**src/rtl/bcd_clock_pkg.sv**
```systemverilog
// Shared constants and types for the BCD time-of-day counter.
// Reset hours depend on BCD_CLOCK_12H_EN (12h build) vs the default 24h build.
package bcd_clock_pkg;

  typedef logic [3:0] bcd_t;

  localparam logic [2:0] DIG_H_TENS  = 3'd0;
  localparam logic [2:0] DIG_H_UNITS = 3'd1;
  localparam logic [2:0] DIG_M_TENS  = 3'd2;
  localparam logic [2:0] DIG_M_UNITS = 3'd3;
  localparam logic [2:0] DIG_S_TENS  = 3'd4;
  localparam logic [2:0] DIG_S_UNITS = 3'd5;

  localparam bcd_t BCD_NINE  = 4'd9;
  localparam bcd_t BCD_FIVE  = 4'd5;
  localparam bcd_t BCD_THREE = 4'd3;
  localparam bcd_t BCD_TWO   = 4'd2;
  localparam bcd_t BCD_ONE   = 4'd1;

  localparam bcd_t RST_H_TENS_24  = 4'd0;
  localparam bcd_t RST_H_UNITS_24 = 4'd0;
  localparam bcd_t RST_H_TENS_12  = 4'd1;
  localparam bcd_t RST_H_UNITS_12 = 4'd2;

endpackage

```
**src/rtl/bcd_digit.sv**
```systemverilog
// One BCD digit counting 0..i_max with increment enable, synchronous clear
// and carry-out. o_next exposes the value the digit takes at the next edge.
module bcd_digit
  import bcd_clock_pkg::*;
(
  input  logic       i_clk,
  input  logic       i_rst,
  input  logic       i_inc,
  input  logic       i_clr,
  input  logic [3:0] i_max,
  output logic [3:0] o_val,
  output logic [3:0] o_next,
  output logic       o_carry
);

  bcd_t val_q, val_d;

  // NOTE: every output of a combinational block gets a default first, so no
  // path leaves it unassigned and no latch is inferred.
  always_comb begin
    val_d   = val_q;
    o_carry = 1'b0;
    if (i_clr) begin
      val_d = '0;
    end else if (i_inc) begin
      // >= rather than == so a corrupted value still recovers into range
      if (val_q >= i_max) begin
        val_d   = '0;
        o_carry = 1'b1;
      end else begin
        val_d = val_q + 4'd1;
      end
    end
  end

  // NOTE: state registers use non-blocking assignments so every flop samples
  // the pre-edge values regardless of block ordering.
  always_ff @(posedge i_clk or posedge i_rst) begin
    if (i_rst) val_q <= '0;
    else       val_q <= val_d;
  end

  assign o_val  = val_q;
  assign o_next = val_d;

endmodule

```
**src/rtl/bcd_clock_counter.sv**
```systemverilog
// HH:MM:SS BCD time-of-day counter with set buttons and a multiplexed digit bus.
// Define BCD_CLOCK_12H_EN for the 12-hour build with PM indicator.
module bcd_clock_counter
  import bcd_clock_pkg::*;
#(
  parameter int TICK_DIV = 12500,
  parameter int SCAN_DIV = 64
) (
  input  logic       i_clk,
  input  logic       i_rst,
  input  logic       i_set_hours,
  input  logic       i_set_minutes,
  output logic [3:0] o_digit,
  output logic [2:0] o_digit_sel,
  output logic       o_tick,
  output logic       o_colon,
  output logic       o_pm
);

  localparam int PW = $clog2(TICK_DIV);
  localparam int SW = (SCAN_DIV > 1) ? $clog2(SCAN_DIV) : 1;
  localparam logic [PW-1:0] PRESC_LAST = PW'(TICK_DIV - 1);
  localparam logic [PW-1:0] PRESC_HALF = PW'(TICK_DIV / 2);
  localparam logic [SW-1:0] SCAN_LAST  = SW'(SCAN_DIV - 1);

`ifdef BCD_CLOCK_12H_EN
  localparam bcd_t H_TENS_RST  = RST_H_TENS_12;
  localparam bcd_t H_UNITS_RST = RST_H_UNITS_12;
`else
  localparam bcd_t H_TENS_RST  = RST_H_TENS_24;
  localparam bcd_t H_UNITS_RST = RST_H_UNITS_24;
`endif

  logic [PW-1:0] presc_q, presc_d;
  logic [SW-1:0] scan_q, scan_d;
  logic [2:0]    sel_q, sel_d;
  bcd_t          digit_q, digit_d;
  bcd_t          ht_q, ht_d, hu_q, hu_d;
  logic          tick_q, tick_d, colon_q, colon_d;
  logic          set_h_prev_q, set_h_prev_d, set_m_prev_q, set_m_prev_d;

  logic ev_h, ev_m, presc_term, adv, hour_inc;
  logic su_c, st_c, mu_c, mt_c;
  bcd_t su, st, mu, mt, su_n, st_n, mu_n, mt_n;

  always_comb begin
    set_h_prev_d = i_set_hours;
    set_m_prev_d = i_set_minutes;
    ev_h         = i_set_hours & ~set_h_prev_q;
    ev_m         = i_set_minutes & ~set_m_prev_q;
    presc_term   = (presc_q == PRESC_LAST);
    // A set event swallows a coincident one-second advance
    adv          = presc_term & ~(ev_h | ev_m);
    // Minutes wrap from a set event never carries into hours
    hour_inc     = ev_h | (mt_c & ~ev_m);
    tick_d       = adv;
    presc_d      = (ev_m || presc_term) ? '0 : presc_q + PW'(1);
    colon_d      = (presc_d < PRESC_HALF);
  end

  bcd_digit u_s_units (.i_clk(i_clk), .i_rst(i_rst), .i_inc(adv),         .i_clr(ev_m),
                       .i_max(BCD_NINE), .o_val(su), .o_next(su_n), .o_carry(su_c));
  bcd_digit u_s_tens  (.i_clk(i_clk), .i_rst(i_rst), .i_inc(su_c),        .i_clr(ev_m),
                       .i_max(BCD_FIVE), .o_val(st), .o_next(st_n), .o_carry(st_c));
  bcd_digit u_m_units (.i_clk(i_clk), .i_rst(i_rst), .i_inc(st_c | ev_m), .i_clr(1'b0),
                       .i_max(BCD_NINE), .o_val(mu), .o_next(mu_n), .o_carry(mu_c));
  bcd_digit u_m_tens  (.i_clk(i_clk), .i_rst(i_rst), .i_inc(mu_c),        .i_clr(1'b0),
                       .i_max(BCD_FIVE), .o_val(mt), .o_next(mt_n), .o_carry(mt_c));

  always_comb begin
    ht_d = ht_q;
    hu_d = hu_q;
    if (hour_inc) begin
`ifdef BCD_CLOCK_12H_EN
      if (ht_q >= BCD_ONE && hu_q >= BCD_TWO) begin
        ht_d = '0;
        hu_d = BCD_ONE;
      end else if (hu_q >= BCD_NINE) begin
        ht_d = BCD_ONE;
        hu_d = '0;
      end else begin
        hu_d = hu_q + 4'd1;
      end
`else
      if (ht_q >= BCD_TWO && hu_q >= BCD_THREE) begin
        ht_d = '0;
        hu_d = '0;
      end else if (hu_q >= BCD_NINE) begin
        ht_d = ht_q + 4'd1;
        hu_d = '0;
      end else begin
        hu_d = hu_q + 4'd1;
      end
`endif
    end
  end

`ifdef BCD_CLOCK_12H_EN
  logic pm_q, pm_d;

  always_comb begin
    pm_d = pm_q;
    if (hour_inc && ht_q == BCD_ONE && hu_q == BCD_ONE) pm_d = ~pm_q;
  end

  always_ff @(posedge i_clk or posedge i_rst) begin
    if (i_rst) pm_q <= 1'b0;
    else       pm_q <= pm_d;
  end

  assign o_pm = pm_q;
`else
  assign o_pm = 1'b0;
`endif

  // Digit bus follows the next-state index and next-state time together
  always_comb begin
    scan_d = scan_q + SW'(1);
    sel_d  = sel_q;
    if (scan_q == SCAN_LAST) begin
      scan_d = '0;
      sel_d  = (sel_q >= DIG_S_UNITS) ? DIG_H_TENS : sel_q + 3'd1;
    end
    case (sel_d)
      DIG_H_TENS:  digit_d = ht_d;
      DIG_H_UNITS: digit_d = hu_d;
      DIG_M_TENS:  digit_d = mt_n;
      DIG_M_UNITS: digit_d = mu_n;
      DIG_S_TENS:  digit_d = st_n;
      DIG_S_UNITS: digit_d = su_n;
      default:     digit_d = '0;
    endcase
  end

  always_ff @(posedge i_clk or posedge i_rst) begin
    if (i_rst) begin
      presc_q      <= '0;
      scan_q       <= '0;
      sel_q        <= DIG_H_TENS;
      digit_q      <= H_TENS_RST;
      ht_q         <= H_TENS_RST;
      hu_q         <= H_UNITS_RST;
      tick_q       <= 1'b0;
      colon_q      <= 1'b1;
      set_h_prev_q <= 1'b0;
      set_m_prev_q <= 1'b0;
    end else begin
      presc_q      <= presc_d;
      scan_q       <= scan_d;
      sel_q        <= sel_d;
      digit_q      <= digit_d;
      ht_q         <= ht_d;
      hu_q         <= hu_d;
      tick_q       <= tick_d;
      colon_q      <= colon_d;
      set_h_prev_q <= set_h_prev_d;
      set_m_prev_q <= set_m_prev_d;
    end
  end

  assign o_digit     = digit_q;
  assign o_digit_sel = sel_q;
  assign o_tick      = tick_q;
  assign o_colon     = colon_q;

endmodule

```
**config.mk**
```make
export PLATFORM = sky130hd
export DESIGN_NAME = bcd_clock_counter
export DESIGN_NICKNAME = d
export VERILOG_FILES = /design/src/rtl/bcd_clock_pkg.sv /design/src/rtl/bcd_digit.sv /design/src/rtl/bcd_clock_counter.sv
export SDC_FILE = /design/constraint.sdc
export NUM_CORES = 1
export LEC_CHECK = 0
export BUFFER_PORTS_ARGS = -buffer_cell sky130_fd_sc_hd__buf_2
export CAP_MARGIN = 30
export CORE_MARGIN = 5
export CORE_UTILIZATION = 66
export DETAILED_ROUTE_END_ITERATION = 8
export GPL_TIMING_DRIVEN = 0
export PLACE_DENSITY = 0.94
export SLEW_MARGIN = 20
export SYNTH_ARGS = -nofsm -noshare
export SYNTH_HDL_FRONTEND = slang
export SYNTH_SLANG_ARGS = --single-unit
```
**constraint.sdc**
```tcl
create_clock -name i_clk -period 6.2 [get_ports i_clk]
set_input_delay 0.31 -clock i_clk [delete_from_list [all_inputs] [get_ports i_clk]]
set_output_delay 0.31 -clock i_clk [all_outputs]
set_load 0.05 [all_outputs]
```
==> summary.md <==
| Metric | Value |
|---|---|
| Asr flop ratio synth | between 90% and 100% |
| Routed Antenna Nets | 0 |
| Final wirelength | about 6600 um |
| F_max | 337 MHz |
| Pwr dens | between 200 and 300 nW/um^2 |
| CP endpoint kind | register |
| Tot GR Track Use | 23.1% |
| Placement row count | 25 |
| Worst path arrival time | between 3 and 4 ns |
| First-pass GRT wire length | around 12000 um |
| Clock latency at the later pin of the worst-skew pair | 0.32 ns |
| Final WS setup | 3.23 ns |
| Reg2reg end | o_digit[0] |
| Die H | about 80 um |
| Tmin final | a little under 3 ns |
| Highest net fanout along the worst path | 10 |
| R2R Setup Slk | between 3 and 4 ns |
| Setup TNS | 0 ns |
| Initial antenna violation count | 0 |
| Core ar. | ~4800 sq um |
| Most common cell after layout, fill and taps aside | dfrtp_1 |
| Number of flops mapped to enable cells by yosys | 0 |
| Most used DFF post-synth | dfrtp_1 |
| Run status | complete, no violations |
| DRT Pass-1 Iters | 5 |
| Initial Util | 68.5% |
| Largest net degree at the start of global routing | 56 |
| Total CTS buffers | 5 |
| Layout cells sized above 1 | 12.2% |
| CP max stage delay | 0.75 ns |
| Post-CTS Hold Fix Bufs | 0 |
| Clock Skew | 0.0118 ns |
| Mean routed wirelength per cell | ~16 um |
| Fin nets | about 380 |
| Max_slew headroom | about two fifths |
| Vias | 2618 |
| RSZ-0062 raised after global routing | no |
| Worst-path cell chain | ha_1 -> nand2_1 -> nor2_1 -> mux2i_1 -> inv_2 -> and2_1 -> a22oi_1 -> o221ai_1 -> a221o_1 |
| Max cap viols | 0 |
| Vias in the first global route | 2590 |
| Final GP Congestion | between 0.8 and 0.9 |
| CTS sink cnt | 55 |
| Worst hold path class | input port to async pin |
| Seq/Total Area, Yosys | a little over two fifths |
| Via density | about 6 |
| Layout area overhead | 8.29% |
| DRC | 0 |
| Final Hold Fails | 0 |
| Root buffer cell | clkbuf_8 |
| TritonCTS clock tree | built |
| R2R cell count | 9 |
| Die area | approximately 6500 sq um |
| Global route overflow | 0 |
| DPL Wire Length | slightly below 5000 um |
| Post-synth net total | roughly 360 |
| CP Data Required Time | around 6.4 ns |
| Fin. max-slew vios | 0 |
| Worst reg2reg path startpoint | scan_q[0] |
| Leak | ~1.6 nW |
| H-tree Lvls | 2 |
| Synth warn | 0 |
| Post-CTS Resized | 0 |
| Syn_area_per_cell | 9.69 sq um |
| Max rail drop VDD | about 0.00016 V |
| Post-CTS setup buffers | 0 |
| Clock tree buffer depth | 2 |
| Worst Tran Pin Value | roughly 0.90 ns |
| N_diodes | 0 |
| Distinct cells, synth | between 60 and 70 |
| Type of origin of the critical path | register |
| Pre-CTS setup slack | roughly 3.3 ns |
| Clock slew seen by the registers of the worst setup and hold paths | 0.11 ns |
| Buffers on Ports | 12 |
| Post-route clock period utilization | 47.9% |
| Syn Inst Count | about 340 |
| Synth Register Bits | 55 |
| Mapped cell area | approximately 3300 sq um |
| Final setup fails | 0 |
| Most frequent cells in the layout | dfrtp_1 (54), nor2_1 (32), inv_1 (23), nand2_1 (23), ha_1 (21) |
| Die width | approximately 80 um |
| Slowest-stage cell, CP | mux2i_1 |
| Top Ports | 14 |
| Type of the worst setup path | register to register |
| Initial DRC count | 222 |
per-layer routing:
metal | share of wire, % | track usage (%) | routed length [um]
met5 | 0 | 0 | 0
met4 | 2.8 | 9.29 | 186
met3 | 4.4 | 4.37 | 294
met2 | 49 | 38.2 | 3260
met1 | 44 | 29.8 | 2900
synthesized netlist by cell type (4+ instances only):
| library cell | n | area share, % |
|---|---|---|
| o21a_1 | 5 | 1.1 |
| o22ai_1 | 4 | 0.76 |
| nand2_1 | 23 | 2.6 |
| nor2_1 | 32 | 3.7 |
| inv_1 | 24 | 2.7 |
| o31ai_1 | 4 | 0.92 |
| dfrtp_1 | 54 | 41 |
| a31oi_1 | 4 | 0.76 |
| a21oi_1 | 10 | 1.5 |
| xnor2_1 | 8 | 2.1 |
| ha_1 | 21 | 8.0 |
| nand3_1 | 16 | 2.4 |
| nor4_1 | 5 | 0.95 |
| xor2_1 | 8 | 2.1 |
| nor3_1 | 7 | 1.1 |
| and3_1 | 5 | 0.95 |
| a221o_1 | 5 | 1.5 |
| nand2b_1 | 4 | 0.76 |
| and2_1 | 10 | 1.9 |
| o21ai_0 | 15 | 2.3 |
flip-flops by register name, indices dropped and copies added, names as in the netlist:
register and cells:
ht_q 4, hu_q 4, o_colon 1, o_digit 4
o_digit_sel 3, o_tick 1, presc_q 14, scan_q 6
set_h_prev_q 1, set_m_prev_q 1, u_m_tens.o_val 4, u_m_units.o_val 4
u_s_tens.o_val 4, u_s_units.o_val 4
cells by family after synthesis:
logic type	count (synthesis)	share of synthesized area [%]
AOI/OAI and AO/OA	77	18.1
adders and majority gates	21	8.02
buffers and inverters	33	4.51
xor gates and xnor gates	16	4.28
muxes	5	1.60
other	1	0.114
and+or+nand+nor	130	21.3
DFF	55	42.0
where the power goes:
group / leakage [nW] / internal [mW] / switching (mW)
logic: 0.832 / 0.124 / 0.204
registers: 0.722 / 0.422 / 0.0651
clock network: 0.0548 / 0.122 / 0.123
stage by stage:
step | area, sq um | cells | utilization, % | hold slack [ns] | power [mW]
2_1_floorplan | 3280 | 338 | - | 0.341 | 0.737
3_3_place_gp | 3420 | 417 | 71.5 | 0.432 | 0.794
3_5_place_dp | 3420 | 417 | 71.5 | 0.438 | 0.819
4_1_cts | 3540 | 425 | 73.9 | 0.103 | 1.06
5_1_grt | 3550 | 427 | 74.1 | 0.102 | 1.13
6_report | 3550 | 427 | 74.1 | 0.0878 | 1.06
critical path, delay by kind of cell (launching register included):
kind / cells / cell delay, ns
adder cells (fa/ha/maj): 1 / 0.26
AND/OR/NAND/NOR: 3 / 0.64
buffers and inverters: 1 / 0.20
multiplexers: 1 / 0.75
AO/OA/AOI/OAI: 3 / 0.60
flip-flops: 1 / 0.42
worst max path at each step:
stage                     startpoint         end  slack, ns  cells after the start
after detailed placement  presc_q[3]  o_digit[1]       3.30                      8
final                      scan_q[0]  o_digit[0]       3.23                      9
after global placement    presc_q[3]  o_digit[3]       3.33                      8
after global routing       scan_q[0]  o_digit[0]       2.92                      9
after CTS                 presc_q[3]  o_digit[1]       3.28                      8
after floorplan           presc_q[3]  o_digit[1]       3.51                      8
final cells by class:
class	instances	area, sq um
tap	67	83.8
buffer	8	53.8
multi-input combinational	250	1750
clock inverter	3	46.3
fill	351	1240
inverter	25	96.3
timing repair buffer	14	70.1
clock buffer	5	68.8
sequential	55	1380
Power figures use the tool's default switching activity.
